File: src/rtl/fp16_add_arbiter_if.sv
// Requester-side bundle for fp16_add_arbiter: operand request channel and
// per-requester result channel, packed 16 bits per requester.
interface fp16_add_arbiter_if #(
    parameter int NREQ = 4
);
    logic [NREQ-1:0]    req_valid;
    logic [NREQ-1:0]    req_ready;
    logic [16*NREQ-1:0] req_a;
    logic [16*NREQ-1:0] req_b;
    logic [NREQ-1:0]    rsp_valid;
    logic [NREQ-1:0]    rsp_ready;
    logic [16*NREQ-1:0] rsp_z;

    // Compute lanes: issue operands, consume results.
    modport master (
        output req_valid, req_a, req_b, rsp_ready,
        input  req_ready, rsp_valid, rsp_z
    );

    // Arbiter: accept operands, present results.
    modport slave (
        input  req_valid, req_a, req_b, rsp_ready,
        output req_ready, rsp_valid, rsp_z
    );
endinterface

File: src/rtl/fp16_add_arbiter.sv
// Round-robin arbiter sharing one external FP16 adder among NREQ requesters.
// One issue per cycle; each requester owns a single-entry result slot that is
// drained with rsp_valid/rsp_ready. Optional statistics counters are built
// when FP16_ARB_STATS_EN is defined; otherwise op_count/stall_count read 0.
module fp16_add_arbiter #(
    parameter int NREQ = 4,
    parameter int PW   = 3
) (
    input  logic              clk,
    input  logic              rst,
    fp16_add_arbiter_if.slave req_bus,
    output logic              add_en,
    output logic [15:0]       add_a,
    output logic [15:0]       add_b,
    input  logic [15:0]       add_z,
    input  logic              add_ready,
    output logic              busy,
    output logic              err,
    output logic [31:0]       op_count,
    output logic [31:0]       stall_count
);
    localparam int unsigned NR = NREQ;

    logic [PW-1:0]      ptr;
    logic [PW-1:0]      tag;
    logic [PW-1:0]      gidx;
    logic               inflight_v;
    logic               found;
    logic [NREQ-1:0]    elig;
    logic [NREQ-1:0]    grant;
    logic [NREQ-1:0]    slot_full;
    logic [16*NREQ-1:0] slot;

    // A requester may issue only when none of its results is in flight or held.
    always_comb begin
        elig = '0;
        for (int unsigned i = 0; i < NR; i++) begin
            elig[i] = req_bus.req_valid[i] & ~slot_full[i] & ~(inflight_v && (tag == PW'(i)));
        end
    end

    // Round-robin search from ptr upward, wrapping; forced idle during reset.
    always_comb begin
        int unsigned j;
        int unsigned sel;
        j     = 0;
        sel   = 0;
        found = 1'b0;
        grant = '0;
        gidx  = '0;
        add_a = '0;
        add_b = '0;
        if (!rst) begin
            for (int unsigned k = 0; k < NR; k++) begin
                j = 32'(ptr) + k;
                if (j >= NR) begin
                    j = j - NR;
                end
                if (!found && elig[j]) begin
                    found = 1'b1;
                    sel   = j;
                end
            end
        end
        if (found) begin
            gidx  = PW'(sel);
            grant = (NREQ)'(1) << sel;
            add_a = 16'(req_bus.req_a >> (16 * sel));
            add_b = 16'(req_bus.req_b >> (16 * sel));
        end
    end

    assign req_bus.req_ready = grant;
    assign add_en            = found;
    assign req_bus.rsp_valid = slot_full;
    assign req_bus.rsp_z     = slot;
    assign busy              = inflight_v | (|slot_full);

    // Issue tracking: pointer advance, in-flight tag, sticky missing-result error.
    always_ff @(posedge clk) begin
        if (rst) begin
            ptr        <= '0;
            tag        <= '0;
            inflight_v <= 1'b0;
            err        <= 1'b0;
        end else begin
            inflight_v <= found;
            if (found) begin
                tag <= gidx;
                ptr <= (gidx == PW'(NR - 1)) ? '0 : gidx + 1'b1;
            end
            if (inflight_v && !add_ready) begin
                err <= 1'b1;
            end
        end
    end

    // Result slots: capture the adder output for the tagged requester, clear on drain.
    always_ff @(posedge clk) begin
        if (rst) begin
            slot_full <= '0;
            slot      <= '0;
        end else begin
            for (int unsigned i = 0; i < NR; i++) begin
                if (inflight_v && add_ready && (tag == PW'(i))) begin
                    slot_full[i]     <= 1'b1;
                    slot[16*i +: 16] <= add_z;
                end else if (slot_full[i] && req_bus.rsp_ready[i]) begin
                    slot_full[i] <= 1'b0;
                end
            end
        end
    end

`ifdef FP16_ARB_STATS_EN
    logic [31:0] op_cnt;
    logic [31:0] stall_cnt;

    // Saturating counters: completed captures and cycles with demand but no grant.
    always_ff @(posedge clk) begin
        if (rst) begin
            op_cnt    <= '0;
            stall_cnt <= '0;
        end else begin
            if (inflight_v && add_ready && (op_cnt != '1)) begin
                op_cnt <= op_cnt + 1'b1;
            end
            if ((|req_bus.req_valid) && !found && (stall_cnt != '1)) begin
                stall_cnt <= stall_cnt + 1'b1;
            end
        end
    end

    assign op_count    = op_cnt;
    assign stall_count = stall_cnt;
`else
    assign op_count    = '0;
    assign stall_count = '0;
`endif
endmodule

File: src/flat_wrapper.sv
// flat-port wrapper written by rule: the top's interface ports become plain ports
module fp16_add_arbiter_flat 
#(
    parameter int NREQ = 4,
    parameter int PW   = 3
)
  (clk, rst, add_en, add_a, add_b, add_z, add_ready, busy, err, op_count, stall_count, req_bus_req_valid, req_bus_req_a, req_bus_req_b, req_bus_rsp_ready, req_bus_req_ready, req_bus_rsp_valid, req_bus_rsp_z);
  fp16_add_arbiter_if #(.NREQ(NREQ)) req_bus_i ();
  input  logic clk;
  input  logic rst;
  output logic add_en;
  output logic [15:0] add_a;
  output logic [15:0] add_b;
  input  logic [15:0] add_z;
  input  logic add_ready;
  output logic busy;
  output logic err;
  output logic [31:0] op_count;
  output logic [31:0] stall_count;
  input wire logic [$bits(req_bus_i.req_valid)-1:0] req_bus_req_valid;
  input wire logic [$bits(req_bus_i.req_a)-1:0] req_bus_req_a;
  input wire logic [$bits(req_bus_i.req_b)-1:0] req_bus_req_b;
  input wire logic [$bits(req_bus_i.rsp_ready)-1:0] req_bus_rsp_ready;
  output wire logic [$bits(req_bus_i.req_ready)-1:0] req_bus_req_ready;
  output wire logic [$bits(req_bus_i.rsp_valid)-1:0] req_bus_rsp_valid;
  output wire logic [$bits(req_bus_i.rsp_z)-1:0] req_bus_rsp_z;
  assign req_bus_i.req_valid = req_bus_req_valid;
  assign req_bus_i.req_a = req_bus_req_a;
  assign req_bus_i.req_b = req_bus_req_b;
  assign req_bus_i.rsp_ready = req_bus_rsp_ready;
  assign req_bus_req_ready = req_bus_i.req_ready;
  assign req_bus_rsp_valid = req_bus_i.rsp_valid;
  assign req_bus_rsp_z = req_bus_i.rsp_z;
  fp16_add_arbiter #(.NREQ(NREQ), .PW(PW)) u_core (.clk(clk), .rst(rst), .req_bus(req_bus_i), .add_en(add_en), .add_a(add_a), .add_b(add_b), .add_z(add_z), .add_ready(add_ready), .busy(busy), .err(err), .op_count(op_count), .stall_count(stall_count));
endmodule
File: config.mk
export PLATFORM = sky130hd
export DESIGN_NAME = fp16_add_arbiter_flat
export DESIGN_NICKNAME = d
export VERILOG_FILES = /design/src/rtl/fp16_add_arbiter_if.sv /design/src/rtl/fp16_add_arbiter.sv /design/src/flat_wrapper.sv
export SDC_FILE = /design/constraint.sdc
export NUM_CORES = 1
export LEC_CHECK = 0
export ABC_AREA = 1
export ABC_CLOCK_PERIOD_IN_PS = 4700
export BUFFER_PORTS_ARGS = -buffer_cell sky130_fd_sc_hd__clkbuf_2
export CAP_MARGIN = 30
export CORE_AREA = 10 10 117 119
export DETAILED_ROUTE_END_ITERATION = 16
export DIE_AREA = 0 0 127 129
export GPL_ROUTABILITY_DRIVEN = 0
export PLACE_DENSITY = 0.82
export SLEW_MARGIN = 20
export SYNTH_ARGS = -nofsm -noshare
export SYNTH_HDL_FRONTEND = slang
export SYNTH_SLANG_ARGS = --single-unit
File: constraint.sdc
create_clock -name clk -period 4.7 [get_ports clk]
set_input_delay 0.94 -clock clk [delete_from_list [all_inputs] [get_ports clk]]
set_output_delay 0.94 -clock clk [all_outputs]
set_load 0.005 [all_outputs]
## After elaboration in Yosys (flattened, before gate mapping)

Cells that the tools add are included.

| operators by class | value |
|---|---|
| add/sub/neg operators | 8 |
| magnitude comparators | 8 |
| equality and inequality tests | 4 |
| shift-type cells | 3 |
| mux-type cells | 42 |
| bitwise operators | 17 |
| reduce and logical (&&, ||, !) cells | 27 |

Operator list:

| kind | count |
|---|---|
| 32-bit 2-to-1 mux | 13 |
| 32-bit by 3-bit < comparator with 1-bit output (second input constant) | 4 |
| 64-bit by 32-bit >> shifter with 16-bit output | 2 |
| 32-bit by 3-bit >= comparator with 1-bit output (second input constant) | 3 |
| 32-bit by 3-bit subtractor with 32-bit output (second input constant) | 3 |
| 16-bit 2-to-1 mux | 2 |
| 1-bit by 32-bit << shifter with 4-bit output (first input constant) | 1 |
| 1-bit 2-to-1 mux | 20 |
| 1-bit logical AND | 17 |
| 3-bit by 2-bit equality test with 1-bit output (second input constant) | 3 |
| 3-bit by 2-bit adder with 4-bit output (second input constant) | 2 |
| 1-bit bitwise AND | 8 |
| 1-bit binary-select mux with 2-bit select | 4 |
| 1-bit inverter | 8 |
| 2-bit nonzero test | 4 |
| 3-bit 2-to-1 mux | 2 |
| 3-bit by 1-bit adder with 4-bit output (second input constant) | 1 |
| 1-bit logical NOT | 4 |
| 4-bit 2-to-1 mux | 1 |
| 4-bit OR reduction | 1 |
| 3-bit by 3-bit subtractor with 4-bit output (second input constant) | 1 |
| 3-bit by 1-bit adder with 3-bit output (second input constant) | 1 |
| 3-bit by 1-bit equality test with 1-bit output (second input constant) | 1 |
| 3-bit >= comparator (second input constant) | 1 |
| 2 further kinds | 2 |

| storage, ports and cells | value |
|---|---|
| bits in registers | 76 |
| input bits | 155 |
| output and inout bits | 171 |
| word-level logic and storage cells | 121 |

## Depth between registers and ports, before layout

Gate-level depths: netlist (run 1).

| depth | value |
|---|---|
| word-level depth | 23 |
| depth in mapped cells | 19 |
| mapped depth without buffers | 17 |

## Least setup slack after synthesis (run 1)

No wires, ideal clock.

| timing | value |
|---|---|
| path kind | input to output |
| from | input port req_bus_req_valid[2] |
| to | output port add_a[10] |
| arrival time | 2,321 ps |
| slack | 1,439 ps |
| stages on the path | 16 |
| path through | inv_1 > nor2_1 > nand3_1 > nand2_1 > nand2_1 > nand2_1 > nand4_4 > nand2_1 > nand2_1 > nor2_2 > buf_4 > buf_4 > nand3_1 > nand2_1 > nand2_1 > nand2_1 |

| between the ends | value |
|---|---|
| word-level cells in the longest chain between the ends | 20 |
| elaborated cells on any way between the ends | 31 |
| classes of those cells | shift (1); mux (22); bitwise (2); reduce/logical (6) |

Ends and longest elaborated chain:

| item | line | RTL |
|---|---|---|
| start, declared | flat_wrapper.sv:20 | `input wire logic [$bits(req_bus_i.req_valid)-1:0] req_bus_req_valid;` |
| 1-bit bitwise AND (*) (2 in a row) | fp16_add_arbiter.sv:38 | `elig[i] = req_bus.req_valid[i] & ~slot_full[i] & ~(inflight_v && (tag == PW'(i)));` |
| 1-bit binary-select mux with 2-bit select | fp16_add_arbiter.sv:59 | `if (!found && elig[j]) begin` |
| 1-bit 2-to-1 mux (not written as such) | fp16_add_arbiter.sv:59 |  |
| 1-bit 2-to-1 mux | fp16_add_arbiter.sv:59 |  |
| 1-bit 2-to-1 mux | fp16_add_arbiter.sv:53 | `if (!rst) begin` |
| 1-bit logical NOT | fp16_add_arbiter.sv:59 |  |
| 1-bit logical AND | fp16_add_arbiter.sv:59 |  |
| 1-bit 2-to-1 mux | fp16_add_arbiter.sv:59 |  |
| (+3 left out) | - |  |
| 1-bit 2-to-1 mux | fp16_add_arbiter.sv:59 |  |
| 1-bit 2-to-1 mux | fp16_add_arbiter.sv:53 |  |
| 1-bit logical NOT | fp16_add_arbiter.sv:59 |  |
| 1-bit logical AND | fp16_add_arbiter.sv:59 |  |
| 32-bit 2-to-1 mux | fp16_add_arbiter.sv:59 |  |
| 32-bit 2-to-1 mux | fp16_add_arbiter.sv:53 |  |
| 64-bit by 32-bit >> shifter with 16-bit output | fp16_add_arbiter.sv:68 | `add_a = 16'(req_bus.req_a >> (16 * sel));` |
| 16-bit 2-to-1 mux (*) | fp16_add_arbiter.sv:65 | `if (found) begin` |
| end, declared | flat_wrapper.sv:12 | `output logic [15:0] add_a;` |

Every way passes the cells marked *; elsewhere a longest branch is shown, timed or not. The select of a mux whose other input is x is not followed.

## Worst setup path in the final report (run 1)

| timing | value |
|---|---|
| from | register u_core.ptr[0] |
| to | output port add_b[11] |

| between the ends | value |
|---|---|
| word-level cells in the longest chain between the ends | 21 |
| elaborated cells on any way between the ends | 48 |
| classes of those cells | add/sub (7); order compare (4); shift (1); mux (30); reduce/logical (6) |

Ends and longest elaborated chain:

| item | line | RTL |
|---|---|---|
| start, declared | fp16_add_arbiter.sv:24 | `logic [PW-1:0] ptr;` |
| start signal, assigned | fp16_add_arbiter.sv:90 | `ptr <= (gidx == PW'(NR - 1)) ? '0 : gidx + 1'b1;` |
| parallel branches: the longest is 20 deep, another holds 32-bit by 3-bit subtractor with 32-bit output | - |  |
| 16-bit 2-to-1 mux (*) | fp16_add_arbiter.sv:65 |  |
| end, declared | flat_wrapper.sv:13 | `output logic [15:0] add_b;` |

Every way passes the cells marked *. The select of a mux whose other input is x is not followed.

==> results of run 1 <==
cells in the final DEF (no fill, tap or decap):
master | Yosys | final
a21oi_1 | 44 | 44
buf_12 | 0 | 4
buf_4 | 69 | 6
buf_8 | 0 | 1
bufinv_16 | 0 | 2
clkbuf_16 | 0 | 9
clkbuf_2 | 1 | 261
clkinv_1 | 2 | 2
clkinv_4 | 0 | 1
clkinvlp_4 | 0 | 1
conb_1 | 1 | 64
dfxtp_1 | 76 | 76
ha_1 | 3 | 3
inv_1 | 59 | 59
inv_2 | 6 | 6
inv_6 | 0 | 1
inv_8 | 0 | 2
nand2_1 | 265 | 265
nand2_2 | 4 | 4
nand3_1 | 122 | 121
nand3_2 | 1 | 1
nand3_4 | 0 | 1
nand4_1 | 2 | 2
nand4_4 | 1 | 1
nor2_1 | 85 | 85
nor2_2 | 5 | 4
nor2_4 | 2 | 3
nor3_1 | 1 | 1
nor4_1 | 1 | 1
o21a_1 | 1 | 1
o21ai_0 | 66 | 66
logic make-up (layout without fill, tap and decap cells):
kind of cell,Yosys count,in the layout,share of synthesized area (%)
compound gates,111,111,10.6
fa+ha+maj,3,3,0.714
buf+inv,186,355,20.5
flops,76,76,28.9
other cells,1,64,0.0713
simple gates,489,489,39.1
per-stage QoR:
| stage | hold WS (ns) | utilization, % | total power, W | worst slack (ns) | instance area, um^2 |
|---|---|---|---|---|---|
| finish | 0.443 | 58.7 | 0.00393 | 0.455 | 6640 |
| global route | 0.464 | 58.7 | 0.00428 | 0.174 | 6640 |
| CTS | 0.447 | 58.7 | 0.00395 | 0.412 | 6640 |
| detailed placement | 0.437 | 55.7 | 0.00318 | 0.616 | 6310 |
| global placement | 0.431 | 55.6 | 0.00316 | 0.602 | 6290 |
| floorplan | 0.440 | - | 0.00246 | 1.44 | 5500 |
registers in the layout (all words and copies together) (netlist names):
register / cells
u_core.ptr: 3
u_core.tag: 3
u_core.inflight_v: 1
u_core.req_bus.rsp_valid: 4
u_core.err: 1
u_core.req_bus.rsp_z: 64
tightest hold or removal path: stages (launching register included):
cell and delay, ns:
dfxtp_1 0.31, inv_1 0.04, a21oi_1 0.05
power by group through the flow:
| stage | clock network (W) | registers (W) | logic (W) |
|---|---|---|---|
| 6_report | 0.000761 | 0.000827 | 0.00234 |
| 2_1_floorplan | 0 | 0.000818 | 0.00164 |
| 3_3_place_gp | 0 | 0.000837 | 0.00232 |
| 3_5_place_dp | 0 | 0.000838 | 0.00235 |
| 4_1_cts | 0.000772 | 0.000827 | 0.00235 |
| 5_1_grt | 0.000800 | 0.000840 | 0.00264 |
worst max path at each step:
stage | start | end | slack, ns
finish | u_core.ptr[0] | add_b[11] | 0.45
global placement | req_bus_req_valid[2] | add_b[11] | 0.60
floorplan | req_bus_req_valid[2] | add_a[10] | 1.44
detailed placement | req_bus_req_valid[3] | add_b[11] | 0.62
CTS | u_core.ptr[0] | add_b[11] | 0.41
global route | u_core.ptr[0] | add_b[10] | 0.17
per-layer routing:
layer / vias to the layer above / track usage, % / part of all wire (%)
met3: 26 / 7.64 / 10
li1: 3065 / - / -
met2: 261 / 37.1 / 51
met1: 2657 / 24.7 / 37
met4: 0 / 6.23 / 2.0
met5: - / 0 / 0
layout make-up:
class / count / area [um^2]
timing repair buffer: 272 / 1450
fill: 1147 / 4680
sequential: 76 / 1520
tap: 143 / 179
clock inverter: 7 / 108
multi-input combinational: 667 / 2910
inverter: 67 / 251
clock buffer: 9 / 225
==> impl_metrics.toml, run 1 <==
[status]
outcome = "complete, no violations"

[layout]
syn_to_final_growth_pct = 26.3
nets = 1251
antennaDiodeCount = 0
final_cells = 1241
drive_gt1_share_pct = 28.1

[detailed_routing]
wl_per_cell_um = 15.5
ant_nets = 0
drt_first_pass_iters = 5
drt_iter0_drc = 415
num_vias = 6009
vias_per_cell = 4.84
drc = 0
routed_wirelength_um = 19300

[timing]
fmax_mhz = 236
final_max_slew_viol_count = 0
period_minus_slack_ns = 4.25
rsz0062_at_grt = "false"
finalCritPeriodShare_pct = 90.3
fin_tns_setup_ns = 0
hold_violations = 0
tightest_slew_ns = 0.583
final-setup-viol-count = 0
fin_skew_ns = 0.00693
slew_headroom_pct = 61.1

[floorplanning]
io_pins = 326
die_h_um = 129
num_rows = 39
die_area_um2 = 16400
core_um2 = 11300
die_w_um = 127
start_util_pct = 46.5

[worst_setup_path]
rr_worst_depth = 16
crit_type = "flip-flop to output pin"
worstPathRequired_ns = 3.76
worstSetupEndpointType = "output pin"
start_kind = "flip-flop"
worstPathMaxFanout = 32
crit_family = "simple AND/OR/NAND/NOR gates"
crit_slowest_cell = "dfxtp_1"
r2r-start = "u_core.ptr[0]"
rrSetupSlack_ns = 1.86
critical_path_buf_inv_count = 4
path_depth = 14
cp_cell_sequence = "inv_2 > ha_1 > inv_1 > nand3_1 > nand2_2 > nand2_2 > nor3_1 > nor2_1 > nand2_2 > nand3_1 > inv_2 > nand2_1 > nand2_1 > clkbuf_2"
worstReg2RegEnd = "u_core.ptr[1]"
cpPeakStageDelay_ns = 0.55
cp.arrival_ns = 3.31
path_common_cell = "nand2_2"

[clocking]
numCtsBuffers = 9
cts_root_buf = "clkbuf_16"
ctsHtreeMaxLevel = 3
post_cts_buffers = 0
hold_buffers = 0
cts_tree = "yes"
clkSinkCount = 76
cts_resized = 0
cts_max_path_buffers = 2
clkSlewWorstSetupHoldPaths_ns = 0.06
clock_latency_ns = 0.33

[yosys]
netlist_area_um2 = 5260
synth_top_flop_cell = "dfxtp_1"
yosysWarnings = 0
synthTopCellsByArea = "dfxtp_1 (29%), nand2_1 (19%), nand3_1 (12%)"
synthTopCellsByCount = "nand2_1 (265), nand3_1 (122), nor2_1 (85), dfxtp_1 (76), buf_4 (69)"
synthArstFlopShare_pct = 0
synth-seq-cells = 76
synth_top_area_cell = "dfxtp_1"
synth.most_common_cell = "nand2_1"
synthDistinctLibCells = 25
synth-edff-count = 0
yosysSeqAreaShare_pct = 28.9
avgSynthCellArea_um2 = 6.07
netlist_instances = 866
synth_top_area_share_pct = 28.9

[global_routing]
grt_pass1_wl_um = 29400
gr-total-overflow = 0
grt_max_degree = 65
grt_pass1_vias = 5577
grt.total_usage_pct = 21.5
antenna_found_initial = 0

[power_and_ir_drop]
switching_share_pct = 47.2
irDropWorstVdd_uv = 416
leakagePower_nw = 3.89
p_per_area_nw_per_um2 = 591
p_clk_share_pct = 19.4
intPower_w = 0.00207
power_frac_comb_pct = 59.5
seqPwrFrac_pct = 21.1
net-switching-power_w = 0.00185

[min_path]
worst_hold_path_type = "flip-flop to flip-flop"
holdPathStages = 2
min_from = "u_core.req_bus.rsp_z[0]"
hold_path_end = "u_core.req_bus.rsp_z[0]"

[placed_design]
dp.cells = 1225
dp_hpwl_um = 15300
port_buffers = 261

[run]
drv_cap = 0
No activity file was read; power rests on OpenSTA's default activity.
==> run 2, diff against run 1 <==
--- a/config.mk
+++ b/config.mk
@@ -13,6 +13,7 @@
 export DETAILED_ROUTE_END_ITERATION = 16
 export DIE_AREA = 0 0 127 129
 export GPL_ROUTABILITY_DRIVEN = 0
+export MAX_ROUTING_LAYER = met4
 export PLACE_DENSITY = 0.82
 export SLEW_MARGIN = 20
 export SYNTH_ARGS = -nofsm -noshare
==> run 2 against run 1 <==
Effect of this change: first-iteration DRC count grew 13%; worst setup slack gained 0.0024 ns; register-to-register slack is essentially flat; core utilization is the same; combinational power is essentially flat; worst hold slack is essentially flat; routed wire length grew 0.43%; sequential power is essentially flat; critical path type unchanged; highest routed layer unchanged.
==> impl_metrics.toml, run 2 (synthesis gave the netlist of run 1 again) <==
[clocking]
cts_root_buf = "clkbuf_16"
ctsHtreeMaxLevel = 3
clkSlewWorstSetupHoldPaths_ns = 0.06
post_cts_buffers = 0
cts_max_path_buffers = 2
numCtsBuffers = 9
cts_tree = "yes"
clkSinkCount = 76
hold_buffers = 0
clock_latency_ns = 0.33
cts_resized = 0

[detailed_routing]
vias_per_cell = 4.89
drc = 0
drt_iter0_drc = 468
drt_first_pass_iters = 5
num_vias = 6068
wl_per_cell_um = 15.6
ant_nets = 0
routed_wirelength_um = 19300

[layout]
syn_to_final_growth_pct = 26.3
nets = 1251
largest_reg_flops = 64
antennaDiodeCount = 0
final_cell_mix = "nand2_1 (265), clkbuf_2 (261), nand3_1 (121)"
drive_gt1_share_pct = 28.1
layout.cells.most_common = "nand2_1"
final_util_pct = 58.7

[floorplanning]
core_um2 = 11300
die_w_um = 127
die_h_um = 129
die_area_um2 = 16400
io_pins = 326
start_util_pct = 46.5
num_rows = 39

[min_path]
worst_hold_path_type = "flip-flop to flip-flop"
min_from = "u_core.req_bus.rsp_z[0]"
holdPathStages = 2

[timing]
slew_headroom_pct = 60.9
fin_tns_setup_ns = 0
fmax_mhz = 236
finalCritPeriodShare_pct = 90.3
tightest_slew_ns = 0.586
fin_skew_ns = 0.00766
rsz0062_at_grt = "false"
hold_violations = 0
final_max_slew_viol_count = 0
final-setup-viol-count = 0
period_minus_slack_ns = 4.24
setup_ws_ns = 0.457

[worst_setup_path]
worstSetupEndpointType = "output pin"
crit_type = "flip-flop to output pin"
start_kind = "flip-flop"
r2r-start = "u_core.ptr[0]"
worstPathRequired_ns = 3.76
worstPathMaxFanout = 32
rr_worst_depth = 16
cp.arrival_ns = 3.30
crit_start = "u_core.ptr[0]"

[run]
drv_cap = 0

[global_routing]
grt_max_degree = 65
antenna_found_initial = 0
grt_pass1_vias = 5591
grt.total_usage_pct = 22.2
gr-total-overflow = 0
grt_pass1_wl_um = 29300

[power_and_ir_drop]
p_per_area_nw_per_um2 = 592
leakagePower_nw = 3.89
irDropWorstVdd_uv = 417

[placed_design]
dp_hpwl_um = 15300
place_ws_ns = 0.616
port_buffers = 261

[status]
outcome = "complete, no violations"
-- run 2: path summary, 6_finish.rpt --
check                             to  slack [ns]
max reg2reg            u_core.ptr[1]        1.87
max                        add_b[11]        0.46
min          u_core.req_bus.rsp_z[0]        0.44
min reg2reg  u_core.req_bus.rsp_z[0]        0.44
-- run 2: cell type report --
class / instances / area [um^2]
inverter: 67 / 251
clock buffer: 9 / 225
fill: 1147 / 4680
tap: 143 / 179
clock inverter: 7 / 108
multi-input combinational: 667 / 2910
timing repair buffer: 272 / 1450
sequential: 76 / 1520
-- run 2: worst max-delay path: stages, from the launching register on --
cell      delay [ns]
dfxtp_1         0.55
inv_2           0.15
ha_1            0.37
inv_1           0.09
nand3_1         0.09
nand2_2         0.14
nand2_2         0.10
nor3_1          0.17
nor2_1          0.08
nand2_2         0.13
nand3_1         0.19
inv_2           0.49
nand2_1         0.16
nand2_1         0.10
clkbuf_2        0.12
-- run 2: metrics by stage --
stage,hold WS (ns),total power [W],instance area [um^2],std cells
2_1_floorplan,0.440,0.00246,5500,929
3_3_place_gp,0.431,0.00316,6290,1224
3_5_place_dp,0.437,0.00318,6310,1225
4_1_cts,0.447,0.00395,6640,1241
5_1_grt,0.464,0.00428,6640,1241
6_report,0.443,0.00393,6640,1241
-- run 2: routing by layer --
metal	part of all wire, %	vias up	track usage, %	wire [um]
met4	2.1	0	6.23	407
li1	-	3064	-	-
met2	50	272	37.1	9730
met3	8.5	29	6.20	1650
met1	39	2703	25.5	7560
met5	0	-	-	0
-- run 2: power by group --
group | switching (W) | internal (W) | leakage, nW
combinational | 0.00149 | 0.000851 | 3.11
clock | 0.000286 | 0.000475 | 0.160
sequential | 0.0000803 | 0.000747 | 0.617
total | 0.00186 | 0.00207 | 3.89
==> run 3, diff against run 2 <==
--- a/config.mk
+++ b/config.mk
@@ -15,7 +15,8 @@
 export GPL_ROUTABILITY_DRIVEN = 0
 export MAX_ROUTING_LAYER = met4
 export PLACE_DENSITY = 0.82
-export SLEW_MARGIN = 20
+export RECOVER_POWER = 50
+export SLEW_MARGIN = 10
 export SYNTH_ARGS = -nofsm -noshare
 export SYNTH_HDL_FRONTEND = slang
 export SYNTH_SLANG_ARGS = --single-unit
==> run 3 against run 2 <==
Effect of this change: the run now ends with max-capacitance violations, max-slew violations left; worst hold slack improved by 0.00085 ns; register-to-register slack worse by 0.02 ns; clock power is essentially flat; sequential share of layout area up 0.32 points; cell count unchanged; combinational power about the same; via count about the same; non-clock buffer count unchanged; clock skew grew 0.00082 ns; power fell by 0.46%.
==> impl_metrics.toml, run 3 (synthesis gave the netlist of run 1 again) <==
[timing]
setup_ws_ns = 0.435
fin_skew_ns = 0.00849
final_max_slew_viol_count = 65
fmax_mhz = 234
period_minus_slack_ns = 4.26
fin_tns_setup_ns = 0
hold_violations = 0
finalCritPeriodShare_pct = 90.7
rsz0062_at_grt = "false"
tightest_slew_ns = 2.05
slew_headroom_pct = -36.8
final-setup-viol-count = 0

[clocking]
cts_max_path_buffers = 2
ctsHtreeMaxLevel = 3
clkSlewWorstSetupHoldPaths_ns = 0.06
clkSinkCount = 76
clock_latency_ns = 0.33
cts_tree = "yes"
cts_resized = 0
post_cts_buffers = 0
cts_root_buf = "clkbuf_16"
numCtsBuffers = 9
hold_buffers = 0

[placed_design]
post_dp_cell_area_um2 = 6310
port_buffers = 261
dp_hpwl_um = 15300
dp.cells = 1225
place_ws_ns = 0.616

[worst_setup_path]
cp.arrival_ns = 3.32
worstReg2RegEnd = "u_core.ptr[1]"
worstSetupEndpointType = "output pin"
worstPathRequired_ns = 3.76
rrSetupSlack_ns = 1.85
start_kind = "flip-flop"
worstPathMaxFanout = 32
rr_worst_depth = 16
r2r-start = "u_core.ptr[0]"
crit_type = "flip-flop to output pin"

[status]
outcome = "finished with violations"
failed_checks = "max-capacitance violations, max-slew violations"

[layout]
final_cell_mix = "nand2_1 (265), clkbuf_2 (197), nand3_1 (121)"
largest_reg_flops = 64
nets = 1251
seqCellArea_um2 = 1520
fillCellCount = 1186
layout.cells.most_common = "nand2_1"
antennaDiodeCount = 0
syn_to_final_growth_pct = 24.6
drive_gt1_share_pct = 21.9
final_cells = 1241
multi_input_area_um2 = 2910
stdcell_area_um2 = 6550

[global_routing]
grt_max_degree = 65
gr-total-overflow = 0
antenna_found_initial = 0
grt_pass1_wl_um = 29300
grt_pass1_vias = 5591
grt_use_met3_pct = 6.20
grt-busiest-layer = "met2"
gr-usage-met1_pct = 25.5
grt.total_usage_pct = 22.2
met2_usage_pct = 37.1

[floorplanning]
core_um2 = 11300
start_util_pct = 46.5
die_h_um = 129
die_w_um = 127
die_area_um2 = 16400
io_pins = 326
num_rows = 39

[detailed_routing]
drc = 0
vias_per_cell = 4.89
routed_wirelength_um = 19300
ant_nets = 0
wl_per_cell_um = 15.6
drt_first_pass_iters = 5
num_vias = 6067
drt_iter0_drc = 440

[power_and_ir_drop]
leakagePower_nw = 3.66
irDropWorstVdd_uv = 419
p_per_area_nw_per_um2 = 597

[min_path]
hold_path_end = "u_core.req_bus.rsp_z[0]"
holdPathStages = 2
worst_hold_path_type = "flip-flop to flip-flop"
min_from = "u_core.req_bus.rsp_z[0]"

[run]
drv_cap = 1
==> run 3: layout make-up <==
class | instances | share of cell area [%]
Clock buffer | 9 | 3.44
Clock inverter | 7 | 1.64
Inverter | 67 | 3.84
Multi-Input combinational cell | 667 | 44.4
Sequential cell | 76 | 23.2
Tap cell | 143 | 2.73
Timing Repair Buffer | 272 | 20.7
==> run 3: critical path: stages, from the launching register on <==
cell	delay (ns)
dfxtp_1	0.55
inv_2	0.15
ha_1	0.37
inv_1	0.09
nand3_1	0.09
nand2_2	0.14
nand2_2	0.10
nor3_1	0.17
nor2_1	0.08
nand2_2	0.16
nand3_1	0.19
inv_2	0.49
nand2_1	0.16
nand2_1	0.10
clkbuf_2	0.12
==> run 3: metal layers <==
layer	share of wire, %	routed length (um)
met5	0	0
met4	2.0	385
met3	8.8	1690
met2	51	9760
met1	39	7490
==> run 3: power by group <==
part	switching, W	internal [W]
clock network	0.000287	0.000475
registers	0.0000795	0.000747
logic	0.00149	0.000833
total	0.00186	0.00205
==> run 3: through the flow <==
step / hold WS (ns) / utilization (%) / power, W
floorplan: 0.440 / - / 0.00246
detailed placement: 0.437 / 55.7 / 0.00318
CTS: 0.447 / 58.7 / 0.00395
global placement: 0.431 / 55.6 / 0.00316
finish: 0.444 / 57.9 / 0.00391
global route: 0.464 / 57.9 / 0.00426
==> run 3: how the worst max path moves through the flow <==
stage | startpoint | endpoint | slack [ns]
CTS | u_core.ptr[0] | add_b[11] | 0.41
floorplan | req_bus_req_valid[2] | add_a[10] | 1.44
global placement | req_bus_req_valid[2] | add_b[11] | 0.60
detailed placement | req_bus_req_valid[3] | add_b[11] | 0.62
finish | u_core.ptr[0] | add_b[11] | 0.44
global route | u_core.ptr[0] | add_b[10] | 0.15
